`src/rtl/xy_motion_sched.sv`:
```
// X/Y stepper step-pulse scheduler: manual-jog vs CPU arbitration, timed pulses, position counts.
// Optional soft position limits via `define XY_SOFT_LIMIT_EN (adds x_limit / y_limit ports).

module xy_motion_axis #(
  parameter int unsigned CNT_W      = 24,
  parameter int unsigned PULSE_W    = 500,
  parameter int unsigned DIR_SETUP  = 1000,
  parameter int unsigned MIN_PERIOD = 2000,
  parameter int unsigned JOG_PERIOD = 200000,
  parameter int unsigned POS_W      = 16,
  parameter logic        POS_DIR    = 1'b0
) (
  input  logic             clk_i,
  input  logic             rst_ni,
  input  logic             req_i,
  input  logic             req_dir_i,
  input  logic             req_manual_i,
  input  logic [31:0]      speed_i,
`ifdef XY_SOFT_LIMIT_EN
  input  logic [POS_W-1:0] limit_i,
`endif
  output logic             step_o,
  output logic             dir_o,
  output logic [POS_W-1:0] pos_o,
  output logic             active_o,
  output logic             take_o,
  output logic             take_manual_o
);

  typedef enum logic [1:0] {IDLE, SETUP, PULSE_HI, PULSE_LO} state_t;

  localparam logic [CNT_W-1:0] CNT_ONE  = CNT_W'(1);
  localparam logic [CNT_W-1:0] PULSE_LD = CNT_W'(PULSE_W - 1);
  localparam logic [CNT_W-1:0] SETUP_LD = CNT_W'(DIR_SETUP - 1);
  localparam logic [CNT_W-1:0] LO_SUB   = CNT_W'(PULSE_W + 1);
  localparam logic [CNT_W-1:0] JOG_LD   = CNT_W'(JOG_PERIOD);
  localparam logic [CNT_W-1:0] MIN_LD   = CNT_W'(MIN_PERIOD);
  localparam logic [31:0]      MIN_32   = 32'(MIN_PERIOD);
  localparam logic [31:0]      MAX_32   = 32'((64'd1 << CNT_W) - 64'd1);
  localparam logic [POS_W-1:0] POS_ONE  = POS_W'(1);

  state_t             state_q, state_d;
  logic [CNT_W-1:0]   cnt_q, cnt_d, period_q, period_d, period_req;
  logic               dir_q, dir_d, step_q, go_hi, req_ok;
  logic [POS_W-1:0]   pos_q, pos_d;

  always_comb begin
    if (req_manual_i)          period_req = JOG_LD;
    else if (speed_i < MIN_32) period_req = MIN_LD;
    else if (speed_i > MAX_32) period_req = '1;
    else                       period_req = CNT_W'(speed_i);
  end

`ifdef XY_SOFT_LIMIT_EN
  // Position is signed, limit unsigned: compare in a widened signed domain.
  localparam logic signed [POS_W+1:0] ONE_S = (POS_W+2)'(1);
  logic signed [POS_W+1:0] pos_ext, next_pos, lim_ext;
  always_comb begin
    pos_ext  = signed'({{2{pos_q[POS_W-1]}}, pos_q});
    lim_ext  = signed'({2'b00, limit_i});
    next_pos = (req_dir_i == POS_DIR) ? pos_ext + ONE_S : pos_ext - ONE_S;
    req_ok   = req_i && !next_pos[POS_W+1] && (next_pos <= lim_ext);
  end
`else
  assign req_ok = req_i;
`endif

  always_comb begin
    state_d       = state_q;
    cnt_d         = cnt_q;
    period_d      = period_q;
    dir_d         = dir_q;
    pos_d         = pos_q;
    go_hi         = 1'b0;
    take_o        = 1'b0;
    take_manual_o = 1'b0;
    unique case (state_q)
      SETUP: begin
        if (cnt_q == '0) go_hi = 1'b1;
        else             cnt_d = cnt_q - CNT_ONE;
      end
      PULSE_HI: begin
        if (cnt_q == '0) begin
          state_d = PULSE_LO;
          cnt_d   = period_q - LO_SUB;
        end else begin
          cnt_d = cnt_q - CNT_ONE;
        end
      end
      default: begin
        // IDLE, or PULSE_LO: arbitration only on its last cycle
        if (state_q == PULSE_LO && cnt_q != '0) begin
          cnt_d = cnt_q - CNT_ONE;
        end else if (req_ok) begin
          take_o        = 1'b1;
          take_manual_o = req_manual_i;
          if (req_dir_i == dir_q) begin
            go_hi = 1'b1;
          end else begin
            state_d = SETUP;
            dir_d   = req_dir_i;
            cnt_d   = SETUP_LD;
          end
        end else begin
          state_d = IDLE;
        end
      end
    endcase
    if (go_hi) begin
      state_d  = PULSE_HI;
      cnt_d    = PULSE_LD;
      period_d = period_req;
      pos_d    = (dir_d == POS_DIR) ? pos_q + POS_ONE : pos_q - POS_ONE;
    end
  end

  always_ff @(posedge clk_i or negedge rst_ni) begin
    if (!rst_ni) begin
      state_q  <= IDLE;
      cnt_q    <= '0;
      period_q <= '0;
      dir_q    <= 1'b0;
      pos_q    <= '0;
      step_q   <= 1'b0;
    end else begin
      state_q  <= state_d;
      cnt_q    <= cnt_d;
      period_q <= period_d;
      dir_q    <= dir_d;
      pos_q    <= pos_d;
      step_q   <= (state_d == PULSE_HI);
    end
  end

  assign step_o   = step_q;
  assign dir_o    = dir_q;
  assign pos_o    = pos_q;
  assign active_o = (state_d != IDLE);

endmodule

module xy_motion_sched #(
  parameter int unsigned CNT_W      = 24,
  parameter int unsigned PULSE_W    = 500,
  parameter int unsigned DIR_SETUP  = 1000,
  parameter int unsigned MIN_PERIOD = 2000,
  parameter int unsigned JOG_PERIOD = 200000,
  parameter int unsigned POS_W      = 16
) (
  input  logic             clock,
  input  logic             reset,
  input  logic             manual_en,
  input  logic             btn_left,
  input  logic             btn_right,
  input  logic             btn_up,
  input  logic             btn_down,
  input  logic [31:0]      cpu_x_speed,
  input  logic [31:0]      cpu_x_dir,
  input  logic [31:0]      cpu_y_speed,
  input  logic [31:0]      cpu_y_dir,
`ifdef XY_SOFT_LIMIT_EN
  input  logic [POS_W-1:0] x_limit,
  input  logic [POS_W-1:0] y_limit,
`endif
  output logic             x_step,
  output logic             x_dir,
  output logic             y_step,
  output logic             y_dir,
  output logic [POS_W-1:0] x_pos,
  output logic [POS_W-1:0] y_pos,
  output logic             busy,
  output logic             src_manual
);

  logic x_man, y_man, x_req, y_req, x_req_dir, y_req_dir;
  logic x_active, y_active, x_take, y_take, x_take_man, y_take_man;
  logic busy_q, src_manual_q;
  logic unused_dir_bits;

  // Both buttons of one axis pressed cancels the manual request on that axis.
  assign x_man     = manual_en && (btn_left ^ btn_right);
  assign y_man     = manual_en && (btn_up ^ btn_down);
  assign x_req     = x_man || (cpu_x_speed != '0);
  assign y_req     = y_man || (cpu_y_speed != '0);
  assign x_req_dir = x_man ? btn_left : cpu_x_dir[0];
  assign y_req_dir = y_man ? btn_up   : cpu_y_dir[0];
  assign unused_dir_bits = ^{cpu_x_dir[31:1], cpu_y_dir[31:1]};

  xy_motion_axis #(
    .CNT_W(CNT_W), .PULSE_W(PULSE_W), .DIR_SETUP(DIR_SETUP), .MIN_PERIOD(MIN_PERIOD),
    .JOG_PERIOD(JOG_PERIOD), .POS_W(POS_W), .POS_DIR(1'b0)
  ) u_x (
    .clk_i(clock), .rst_ni(reset), .req_i(x_req), .req_dir_i(x_req_dir),
    .req_manual_i(x_man), .speed_i(cpu_x_speed),
`ifdef XY_SOFT_LIMIT_EN
    .limit_i(x_limit),
`endif
    .step_o(x_step), .dir_o(x_dir), .pos_o(x_pos), .active_o(x_active),
    .take_o(x_take), .take_manual_o(x_take_man)
  );

  xy_motion_axis #(
    .CNT_W(CNT_W), .PULSE_W(PULSE_W), .DIR_SETUP(DIR_SETUP), .MIN_PERIOD(MIN_PERIOD),
    .JOG_PERIOD(JOG_PERIOD), .POS_W(POS_W), .POS_DIR(1'b1)
  ) u_y (
    .clk_i(clock), .rst_ni(reset), .req_i(y_req), .req_dir_i(y_req_dir),
    .req_manual_i(y_man), .speed_i(cpu_y_speed),
`ifdef XY_SOFT_LIMIT_EN
    .limit_i(y_limit),
`endif
    .step_o(y_step), .dir_o(y_dir), .pos_o(y_pos), .active_o(y_active),
    .take_o(y_take), .take_manual_o(y_take_man)
  );

  always_ff @(posedge clock or negedge reset) begin
    if (!reset) begin
      busy_q       <= 1'b0;
      src_manual_q <= 1'b0;
    end else begin
      busy_q <= x_active || y_active;
      if (x_take || y_take)
        src_manual_q <= (x_take && x_take_man) || (y_take && y_take_man);
    end
  end

  assign busy       = busy_q;
  assign src_manual = src_manual_q;

endmodule

```
`config.mk`:
```
export PLATFORM = sky130hd
export DESIGN_NAME = xy_motion_sched
export DESIGN_NICKNAME = d
export VERILOG_FILES = /design/src/rtl/xy_motion_sched.sv
export SDC_FILE = /design/constraint.sdc
export NUM_CORES = 1
export LEC_CHECK = 0
export ABC_AREA = 1
export ABC_CLOCK_PERIOD_IN_PS = 4500
export CAP_MARGIN = 20
export CORE_ASPECT_RATIO = 0.7
export CORE_MARGIN = 4
export CORE_UTILIZATION = 56
export CTS_BUF_LIST = sky130_fd_sc_hd__clkbuf_4 sky130_fd_sc_hd__clkbuf_8
export CTS_CLUSTER_SIZE = 24
export DETAILED_ROUTE_END_ITERATION = 6
export PLACE_DENSITY_LB_ADDON = 0.08
export SLEW_MARGIN = 20
export SYNTH_ARGS = -nofsm -noshare
export SYNTH_HDL_FRONTEND = slang
export SYNTH_HIERARCHICAL = 1
export SYNTH_SLANG_ARGS = --single-unit
```
`constraint.sdc`:
```
create_clock -name clock -period 4.5 [get_ports clock]
set_clock_uncertainty 0.1 [all_clocks]
set_input_delay 0.675 -clock clock [delete_from_list [all_inputs] [get_ports clock]]
set_output_delay 0.675 -clock clock [all_outputs]
set_load 0.03 [all_outputs]
```
==> results.sh <==
export IMPL_routed_wirelength_um=29920
export IMPL_io_pins=173
export IMPL_cellPowerDensity_mw_per_mm2=207.9
export IMPL_tightest_slew_ns=0.9626
export IMPL_area_growth_synth_to_final_pct=15.21
export IMPL_fp_dieW_um=173.6
export IMPL_grt_usage_pct=27.83
export IMPL_place_area_mm2=0.01198
export IMPL_cts_setup_buffers=0
export IMPL_drt_iter0_drc=1101
export IMPL_post_route_period_util_pct=90.00
export IMPL_setup_viol=0
export IMPL_via_count=10960
export IMPL_ant_nets=0
export IMPL_nets=1847
export IMPL_crit_fanout=16
export IMPL_total_power_mw=2.576
export IMPL_yosys_warnings=6
export IMPL_tns_ns=0
export IMPL_gp_congestion=0.9491
export IMPL_syn_inst=1594
export IMPL_clkTransAtPathRegs_ns=0.08
export IMPL_yosysTopAreaCell="dfrtp_1"
export IMPL_ys_seq_area_share_pct=32.11
export IMPL_arrival_ns=4.37
export IMPL_reg2reg_from="u_x/cnt_q[0]"
export IMPL_portBuffers=110
export IMPL_fin_area_mm2=0.01239
export IMPL_clock_tree_root_cell="clkbuf_8"
export IMPL_r2r_end="u_x/pos_o[10]"
export IMPL_worst_slack_ns=0.4501
export IMPL_place_ws_ns=0.2542
export IMPL_clk_path_buf_depth=2
export IMPL_overflow=0
export IMPL_synth_seq_cells=138
export IMPL_hpwl_um=22470
export IMPL_clk_latency_ns=0.48
export IMPL_path_class="reg -> reg"
export IMPL_worstPathRequired_ns=4.82
export IMPL_fp_row_count=42
export IMPL_fmax_ghz=0.2469
export IMPL_n_antenna_cell=0
export IMPL_avgViaCountPerCell=5.647
export IMPL_syn_nets=1756
export IMPL_reg2reg_slack_ns=0.45
export IMPL_async_flop_share_pct=100.0
export IMPL_drive_above_1_share_pct=5.654
export IMPL_synth_area_mm2=0.01075
export IMPL_nFillCells=1692
export IMPL_rsz0062_at_grt="no"
export IMPL_outcome="completed"
export IMPL_ctsHoldBuffers=0
export IMPL_cts_sinks=138
export IMPL_p_leak_nw=5.872
export IMPL_syn_mean_instance_area_um2=6.747
export IMPL_synth_edf_count=0
export IMPL_worstSetupStartpointType="flip-flop"
export IMPL_ys_types=51
export IMPL_cts_resized=0
export IMPL_yosysMostFrequentCell="nand2_1"
export IMPL_yosys_top_cells_area="dfrtp_1, nand2_1, nor2_1, inv_1, nand3_1"
export IMPL_cts_tree="yes"
export IMPL_endpoint_kind="flip-flop"
export IMPL_h_tree_depth=4
export IMPL_finalHoldViolCount=0
export IMPL_grt_pass1_vias=9766
export IMPL_post_route_min_period_ns=4.050
export IMPL_avgRoutedWirePerCell_um=15.42
export IMPL_synthFlopType="dfrtp_1"
export IMPL_critPathLaunch="u_x/cnt_q[0]"
export IMPL_peakVddDrop_mv=0.1600
export IMPL_hp_class="in -> async"
export IMPL_fp_dieH_um=123.9
export IMPL_initial_core_util_pct=57.00
export IMPL_relSlewSlack_pct=35.83
export IMPL_core_area_mm2=0.01887
export IMPL_grt_pass1_wl_um=48850
export IMPL_drc=0
export IMPL_grt_max_degree=74
export IMPL_die_area_mm2=0.02152
export IMPL_antenna_found_initial=1
export IMPL_firstDrtPassIters=6
export IMPL_synth_top_cells_by_count="nand2_1, nor2_1, inv_1"
export IMPL_slew_violations=0
export IMPL_cts_made_buffers=17
export IMPL_endpoint="u_x/pos_o[10]"
export IMPL_max_cap_violations=0
export IMPL_netlist_area_leader_share_pct=32.11
export IMPL_rr_worst_depth=19
## critical path: stages, from the launching register on
cell and delay, ns:
dfrtp_1 0.42, inv_1 0.16, ha_1 0.29, nand2_2 0.15, nor2_8 0.19, nand3_4 0.17, nand2_4 0.22, nand3_4 0.12
nand2_1 0.09, nand2_1 0.08, inv_1 0.38, ha_1 0.37, a21oi_1 0.14, nand2_1 0.15, a21oi_1 0.31, nor2_1 0.08
o21ai_0 0.26, xnor2_1 0.17, nand2_1 0.07, nand2_1 0.07
## cell usage in the layout, fill, tap and decap left out, drive strengths merged, types with 9 or more instances in the layout
cell type / n
nand2: 439
ha: 26
xnor2: 22
clkdlybuf4s50: 109
inv: 177
a21oi: 33
xor2: 58
nand4: 26
o41ai: 10
nand3: 127
o21ai: 145
nor4: 9
dfrtp: 138
nor3: 16
nor2: 226
clkbuf: 19
o22ai: 12
o211ai: 31
buf: 10
## state kept, by name, summed over array words and instances (netlist names), 2 cells and up
signal and flops:
u_y/cnt_q 24, u_x/cnt_q 24, u_x/period_q 24, u_x/pos_o 16, u_y/pos_o 16, u_y/period_q 24, u_x/state_q 2, u_y/state_q 2
## cell families (layout without fill, tap and decap cells)
family          after synthesis  after routing  share of synthesized area, %
flops                       138            138                         32.11
compound gates              267            267                         14.66
fa+ha+maj                    27             27                         3.211
buf+inv                     224            328                         8.575
xor+xnor                     80             80                         6.585
simple gates                858            858                         34.86
## power by group
group          internal, mW  switching (mW)
clock                 0.524           0.539
sequential             1.26          0.0192
combinational        0.0964           0.136
## worst min path at each step
stage	startpoint	end	slack [ns]	cells past startpoint
2_1_floorplan	reset	busy	0.28	0
3_3_place_gp	u_y/period_q[14]	u_y/period_q[14]	0.40	2
3_5_place_dp	u_x/pos_o[4]	u_x/pos_o[4]	0.41	2
4_1_cts	reset	u_y/cnt_q[14]	0.12	1
5_1_grt	reset	u_y/cnt_q[14]	0.14	1
6_report	reset	u_y/cnt_q[14]	0.1	1
## routing by layer
metal / global-route usage, % / share of wire (%) / up-vias
met5: 0 / 0.043 / -
met4: 5.833 / 1.1 / 2
met3: 7.615 / 8.9 / 37
met2: 39.17 / 41 / 385
met1: 42.67 / 49 / 5096
li1: - / - / 5435
## per-stage QoR
stage	utilization (%)	std cells	hold slack, ns
floorplan	-	1594	0.2794
global placement	63.52	1908	0.4018
detailed placement	63.52	1908	0.4073
CTS	65.67	1940	0.1180
global route	65.67	1940	0.1441
finish	65.67	1940	0.09843
## cell type report
| cell class | count | area, µm² | area share [%] |
|---|---|---|---|
| multi-input combinational | 1232 | 6379 | 51.48 |
| clock inverter | 13 | 145.1 | 1.171 |
| timing repair buffer | 119 | 1182 | 9.543 |
| inverter | 177 | 665.6 | 5.373 |
| clock buffer | 19 | 261.5 | 2.111 |
| sequential | 138 | 3453 | 27.87 |
| tap | 242 | 302.8 | 2.444 |
Note: power is estimated with default switching activity, not from simulation.
